[config.mk]
export PLATFORM = sky130hd
export DESIGN_NAME = axi4_slave_write_fifo
export DESIGN_NICKNAME = d
export VERILOG_FILES = /design/src/rtl/axi4_globals_pkg.sv /design/src/rtl/axi4_sync_fifo.sv /design/src/rtl/axi4_slave_write_fifo.sv
export SDC_FILE = /design/constraint.sdc
export NUM_CORES = 1
export LEC_CHECK = 0
export CORE_MARGIN = 4
export CORE_UTILIZATION = 60
export CTS_BUF_LIST = sky130_fd_sc_hd__clkbuf_16
export CTS_CLUSTER_SIZE = 25
export DETAILED_ROUTE_END_ITERATION = 10
export PLACE_DENSITY = 0.77
export SYNTH_ARGS = -nofsm -noshare
export SYNTH_HDL_FRONTEND = slang
export SYNTH_SLANG_ARGS = --single-unit
[constraint.sdc]
create_clock -name aclk -period 12.3 [get_ports aclk]
set_clock_uncertainty 0.05 [all_clocks]
set_input_delay 3.075 -clock aclk [delete_from_list [all_inputs] [get_ports aclk]]
set_output_delay 3.075 -clock aclk [all_outputs]
set_load 0.05 [all_outputs]
[src/rtl/axi4_globals_pkg.sv]
// Shared AXI4 types and widths for the slave write path.
// The FIFO word width defaults to DATA_WIDTH defined here.
package axi4_globals_pkg;

  localparam int DATA_WIDTH = 32;

  typedef enum logic [1:0] {
    OKAY   = 2'd0,
    EXOKAY = 2'd1,
    SLVERR = 2'd2,
    DECERR = 2'd3
  } axi4_resp_e;

  typedef enum logic [1:0] {
    FIXED = 2'd0,
    INCR  = 2'd1,
    WRAP  = 2'd2
  } axi4_burst_e;

  typedef enum logic [1:0] {
    IDLE = 2'd0,
    DATA = 2'd1,
    RESP = 2'd2
  } axi4_slv_wr_state_e;

  // WRAP (2'b10) and the reserved code (2'b11) both have bit 1 set.
  function automatic logic burst_unsupported(input logic [1:0] burst);
    return burst[1];
  endfunction

endpackage

[src/rtl/axi4_sync_fifo.sv]
// Single-clock FIFO with a registered occupancy count; full and empty come from the count.
// Reading is show-ahead: o_rd_data is the head entry whenever o_empty is low.
module axi4_sync_fifo #(
  parameter int WIDTH = 32,
  parameter int DEPTH = 16
) (
  input  logic                     i_clk,
  input  logic                     i_rst_n,
  input  logic                     i_push,
  input  logic [WIDTH-1:0]         i_push_data,
  input  logic                     i_pop,
  output logic [WIDTH-1:0]         o_rd_data,
  output logic                     o_empty,
  output logic                     o_full,
  output logic [$clog2(DEPTH):0]   o_count
);

  localparam int AW = $clog2(DEPTH);
  localparam int CW = AW + 1;

  logic [WIDTH-1:0] r_mem [DEPTH];
  logic [AW-1:0]    r_wr_ptr;
  logic [AW-1:0]    r_rd_ptr;
  logic [CW-1:0]    r_count;
  logic             w_do_push;
  logic             w_do_pop;

  assign w_do_push = i_push && !o_full;
  assign w_do_pop  = i_pop && !o_empty;

  always_ff @(posedge i_clk) begin
    if (w_do_push) r_mem[r_wr_ptr] <= i_push_data;
  end

  // Pointers wrap naturally because DEPTH is a power of two.
  always_ff @(posedge i_clk or negedge i_rst_n) begin
    if (!i_rst_n) begin
      r_wr_ptr <= '0;
      r_rd_ptr <= '0;
      r_count  <= '0;
    end else begin
      if (w_do_push) r_wr_ptr <= r_wr_ptr + AW'(1);
      if (w_do_pop)  r_rd_ptr <= r_rd_ptr + AW'(1);
      case ({w_do_push, w_do_pop})
        2'b10:   r_count <= r_count + CW'(1);
        2'b01:   r_count <= r_count - CW'(1);
        default: r_count <= r_count;
      endcase
    end
  end

  assign o_rd_data = r_mem[r_rd_ptr];
  assign o_empty   = (r_count == '0);
  assign o_full    = (r_count == CW'(DEPTH));
  assign o_count   = r_count;

endmodule

[src/rtl/axi4_slave_write_fifo.sv]
// AXI4 write responder: accepts one AW/W/B transaction at a time and stores
// strobe-masked beats in a local FIFO that is drained through a pop port.
module axi4_slave_write_fifo #(
  parameter int DATA_WIDTH = axi4_globals_pkg::DATA_WIDTH,
  parameter int FIFO_DEPTH = 16,
  parameter int CW         = $clog2(FIFO_DEPTH) + 1
) (
  input  logic                    aclk,
  input  logic                    aresetn,
  input  logic [7:0]              awid,
  input  logic [7:0]              awlen,
  input  logic [2:0]              awsize,
  input  logic [1:0]              awburst,
  input  logic                    awvalid,
  output logic                    awready,
  input  logic [DATA_WIDTH-1:0]   wdata,
  input  logic [DATA_WIDTH/8-1:0] wstrb,
  input  logic                    wlast,
  input  logic                    wvalid,
  output logic                    wready,
  output logic [7:0]              bid,
  output logic [1:0]              bresp,
  output logic                    bvalid,
  input  logic                    bready,
  input  logic                    fifo_rd_en,
  output logic [DATA_WIDTH-1:0]   fifo_rd_data,
  output logic                    fifo_empty,
  output logic                    fifo_full,
  output logic [CW-1:0]           fifo_count,
  output logic [1:0]              o_dbg_state
);

  import axi4_globals_pkg::*;

  localparam int         STRB_W   = DATA_WIDTH / 8;
  localparam logic [2:0] SIZE_MAX = 3'($clog2(STRB_W));

  // Handshakes: a transfer happens on any rising edge where valid && ready.
  // Once valid is raised the master holds it and its payload until accepted.
  axi4_slv_wr_state_e r_state;
  axi4_slv_wr_state_e w_next_state;

  logic                  r_rdy_en;
  logic [7:0]            r_id;
  logic [7:0]            r_len;
  logic [7:0]            r_beat;
  logic                  r_err;
  logic                  w_aw_hs;
  logic                  w_w_hs;
  logic                  w_b_hs;
  logic                  w_aw_bad;
  logic                  w_last_beat;
  logic                  w_push;
  logic [DATA_WIDTH-1:0] w_masked;

  assign w_aw_hs     = awvalid && awready;
  assign w_w_hs      = wvalid && wready;
  assign w_b_hs      = bvalid && bready;
  assign w_aw_bad    = (awsize > SIZE_MAX) || burst_unsupported(awburst);
  assign w_last_beat = (r_beat == r_len);
  assign w_push      = w_w_hs && !r_err;

  always_ff @(posedge aclk or negedge aresetn) begin
    if (!aresetn) r_state <= IDLE;
    else          r_state <= w_next_state;
  end

  always_comb begin
    w_next_state = r_state;
    case (r_state)
      IDLE:    if (w_aw_hs) w_next_state = DATA;
      DATA:    if (w_w_hs && w_last_beat) w_next_state = RESP;
      RESP:    if (w_b_hs) w_next_state = IDLE;
      default: w_next_state = IDLE;
    endcase
  end

  // Errored bursts keep wready high so every beat drains even with a full FIFO.
  always_comb begin
    awready = (r_state == IDLE) && r_rdy_en;
    wready  = (r_state == DATA) && (r_err || !fifo_full);
    bvalid  = (r_state == RESP);
  end

  // The burst length comes only from the latched awlen; wlast is only checked.
  always_ff @(posedge aclk or negedge aresetn) begin
    if (!aresetn) begin
      r_rdy_en <= 1'b0;
      r_id     <= '0;
      r_len    <= '0;
      r_beat   <= '0;
      r_err    <= 1'b0;
    end else begin
      r_rdy_en <= 1'b1;
      if (w_aw_hs) begin
        r_id   <= awid;
        r_len  <= awlen;
        r_beat <= '0;
        r_err  <= w_aw_bad;
      end else if (w_w_hs) begin
        if (w_last_beat) begin
          if (!wlast) r_err <= 1'b1;
        end else begin
          if (wlast) r_err <= 1'b1;
          r_beat <= r_beat + 8'd1;
        end
      end
    end
  end

  always_comb begin
    w_masked = '0;
    for (int i = 0; i < STRB_W; i++) begin
      w_masked[8*i +: 8] = wstrb[i] ? wdata[8*i +: 8] : 8'h00;
    end
  end

  assign bid         = r_id;
  assign bresp       = r_err ? SLVERR : OKAY;
  assign o_dbg_state = r_state;

  axi4_sync_fifo #(
    .WIDTH (DATA_WIDTH),
    .DEPTH (FIFO_DEPTH)
  ) u_fifo (
    .i_clk       (aclk),
    .i_rst_n     (aresetn),
    .i_push      (w_push),
    .i_push_data (w_masked),
    .i_pop       (fifo_rd_en),
    .o_rd_data   (fifo_rd_data),
    .o_empty     (fifo_empty),
    .o_full      (fifo_full),
    .o_count     (fifo_count)
  );

endmodule

==> results.md <==
* Status: complete, no violations
* WL/cell at 27.9 um
* Slew HR at 25.0%
* Fin Setup TNS at 0 ns
* Combinational Power Share at 33.9%
* Mapped Nets at around 1,000
* Sink Count at between 500 and 600
* Multi-input gate area at just under 0.005 mm2
* Storage cell area at 0.0164 mm2
* CTS Buf Count at 51
* Tightest Pin Transition at 1.12 ns
* Remaining Overflow, GRT at 0
* Final Total Pwr at 5.68 mW
* Delay of the slowest critical-path stage at slightly below 0.8 ns
* First DRT Iteration DRCs at ~1,000
* CP max FO at 49
* GPL Wtd Cong at approximately 0.74
* Die area at a little under 0.04 mm2
* Ys flop type: edfxtp_1
* Fillers at 2,136
* Final worst path period share at ~62%
* Routed vias at roughly 10,000
* CTS tree: done
* Row Count at 69
* Layout Nets at 1,190
* Max Cap Viol at 0
* Peak VDD IR at 0.000193 V
* FF+latch count, synth at roughly 550
* CP cell instances: buf_4 -> buf_4 -> mux4_2 -> mux4_2 -> clkdlybuf4s50_1
* Worst EP required at around 9 ns
* Switching Fraction at roughly 33%
* Cts hold-fix bufs at 0
* HP Class: register to register
* Avg Inst Size Synth at ~22 um2
* Largest net degree at the start of global routing at around 100
* Setup CP Type: register to output pin
* Number of global-route vias before repair at roughly 11,000
* Core area at 0.0355 mm2
* Worst path bufs/invs at 3
* Post-synthesis sequential area ratio at 76.2%
* Cts repair resizes at 0
* Worst Path Arrival at 4.51 ns
* Crit path time final at ~7.6 ns
* DRC violations left at 0
* Hold Violations, Final at 0
* Hold_ws at between 0.4 and 0.5 ns
* Number of flops mapped to enable cells by yosys at just over 500
* Psw at about 1.9 mW
* Final wirelength at around 45,000 um
* FMAX at around 130 MHz
* Yosys warning count at 0
* Clk network pwr share at between 20% and 30%
* Delay-heaviest family, CP: buffers and inverters
* Die H at 197 um
* Htree depth at 2
* Post-synth cell types at 40
* Synth-to-Final Area Change at 15.2%
* Pwr Density at about 230 mW/mm2
* CTS max path bufs at 3
* First-pass GRT wire length at 67,800 um
* Clk_lat worst skew at between 0.5 and 0.6 ns
* Die extent in x at around 200 um
* 1st-pass router iterations at 5
* Share of flip-flops with an asynchronous set or reset at ~7.4%
* Postcts setup bufs at 0
* Final setup violation count at 0
* IO Count at approximately 120
* Root Driver: clkbuf_16
* Leak Pwr at slightly above 8 nW
* Fin. max-slew vios at 0
* Antenna violations before repair at 1
* Cells after Synth at 973
* Sequential power share at between 40 and 50%
* ANT nets after route at 0
* Syn Std Cell Area at about 0.022 mm2
* Avg Vias per Cell at 6.28
* # port buffers at roughly 120
* Initial cell density of the core at between 60% and 70%
* RSZ-0062 raised after global routing: false
* Worst-path clk slew at 0.06 ns
* ANT cells at 0
* Slowest cell on crit path: dfrtp_4
* Total GRT Usage at a little under a quarter
* Endpoint type of the worst setup path: output pin
* Hpwl dp at between 20,000 and 25,000 um
* Design internal power at about 3.8 mW
* Worst setup SP type: register
* Layout cells sized above 1 at between 20% and 30%
==> power by group through the flow <==
stage	Combinational (mW)	Sequential (mW)	Clock (mW)
after floorplan	1.45	2.31	0
after global placement	1.91	2.32	0
after detailed placement	1.94	2.33	0
after CTS	1.96	2.29	1.48
after global routing	2.04	2.31	1.57
final	1.93	2.29	1.46
==> layout by cell type, fill, tap and decap left out, types with 8 or more instances in the layout <==
master / instances
and2_1: 33
nand2_1: 64
nor2_4: 12
nor2_1: 8
ha_1: 10
inv_1: 22
clkbuf_16: 51
edfxtp_1: 512
dfrtp_1: 37
buf_4: 20
mux4_2: 160
xnor2_1: 8
clkdlybuf4s50_1: 114
xor2_1: 13
clkinv_1: 16
==> worst min-delay path, delay by kind of cell, from the launching register on <==
family / cells / cell delay [ns]
flip-flops: 1 / 0.34
AND/OR/NAND/NOR: 2 / 0.10
==> cells in the mapped netlist (3+ instances only) <==
master      n  area share, %
nor3_1      6           0.14
buf_1      12           0.21
a21oi_1     6           0.14
xnor2_1     8           0.33
a21o_1      3           0.10
nor4_1      3          0.087
dfrtp_1    41            4.8
xor2_1     13           0.53
inv_1       7           0.12
nor2_1     20           0.35
nand2_1    64            1.1
ha_1       10           0.58
nand2b_1    5           0.15
mux2i_1     4           0.19
edfxtp_1  512             71
o21ai_0     4          0.093
buf_6      11           0.58
mux4_2    160             17
nand4_1     5           0.15
and2_1     33           0.96
buf_2       3          0.070
nor2b_1     3          0.087
clkbuf_1   18           0.31
==> state kept, by name, indices dropped and copies added (netlist names) <==
| signal | count |
|---|---|
| bid | 8 |
| r_rdy_en | 1 |
| u_fifo.r_wr_ptr | 4 |
| u_fifo.r_mem | 512 |
| r_beat | 8 |
| r_len | 8 |
| r_err | 1 |
| o_dbg_state | 2 |
| u_fifo.o_count | 5 |
| u_fifo.r_rd_ptr | 4 |
==> stage by stage <==
stage | instance area, um2 | setup WS [ns] | cells | util, %
final | 24800 | 4.67 | 1616 | 69.9
after global routing | 24800 | 4.55 | 1616 | 69.9
after CTS | 24800 | 4.63 | 1616 | 69.9
after detailed placement | 23300 | 5.29 | 1523 | 65.6
after global placement | 23300 | 5.29 | 1523 | 65.6
after floorplan | 21500 | 5.83 | 973 | -
==> layer usage <==
metal / part of all wire [%] / track usage, % / vias up
met3: 7.5 / 4.49 / 60
met1: 39 / 33.6 / 5326
met2: 52 / 40.0 / 483
li1: - / - / 4282
met4: 1.7 / 4.88 / 2
met5: 0.031 / 0 / -
==> final timing paths <==
kind	start	endpoint	slack (ns)	cells after the start
worst max-delay path	u_fifo.r_rd_ptr[1]	fifo_rd_data[27]	4.67	5
worst min-delay path	bid[7]	bid[7]	0.42	2
worst max register to register	u_fifo.o_count[3]	u_fifo.o_count[4]	9.38	10
min in group asynchronous	aresetn	bid[7]	2.60	1
max in group asynchronous	aresetn	u_fifo.r_rd_ptr[1]	8.91	1
worst min register to register	bid[7]	bid[7]	0.42	2
==> layout make-up <==
cell class | instances | share of cell area, %
sequential | 553 | 66.2
multi-input combinational | 366 | 19.9
timing repair buffer | 136 | 5.31
clock buffer | 51 | 5.15
tap | 461 | 2.33
clock inverter | 42 | 1.01
inverter | 7 | 0.106
==> cell families (layout without fill, tap and decap cells) <==
kind of cell,Yosys count,count (layout),share of synthesized area (%)
AO/OA/AOI/OAI,19,19,0.552
XOR/XNOR,21,21,0.854
adder cells (fa/ha/maj),11,11,0.674
buffers and inverters,54,236,1.38
flip-flops,553,553,76.2
multiplexers,167,167,17.1
other,2,2,0.0349
AND/OR/NAND/NOR,146,146,3.26
Note: power is estimated with default switching activity, not from simulation.
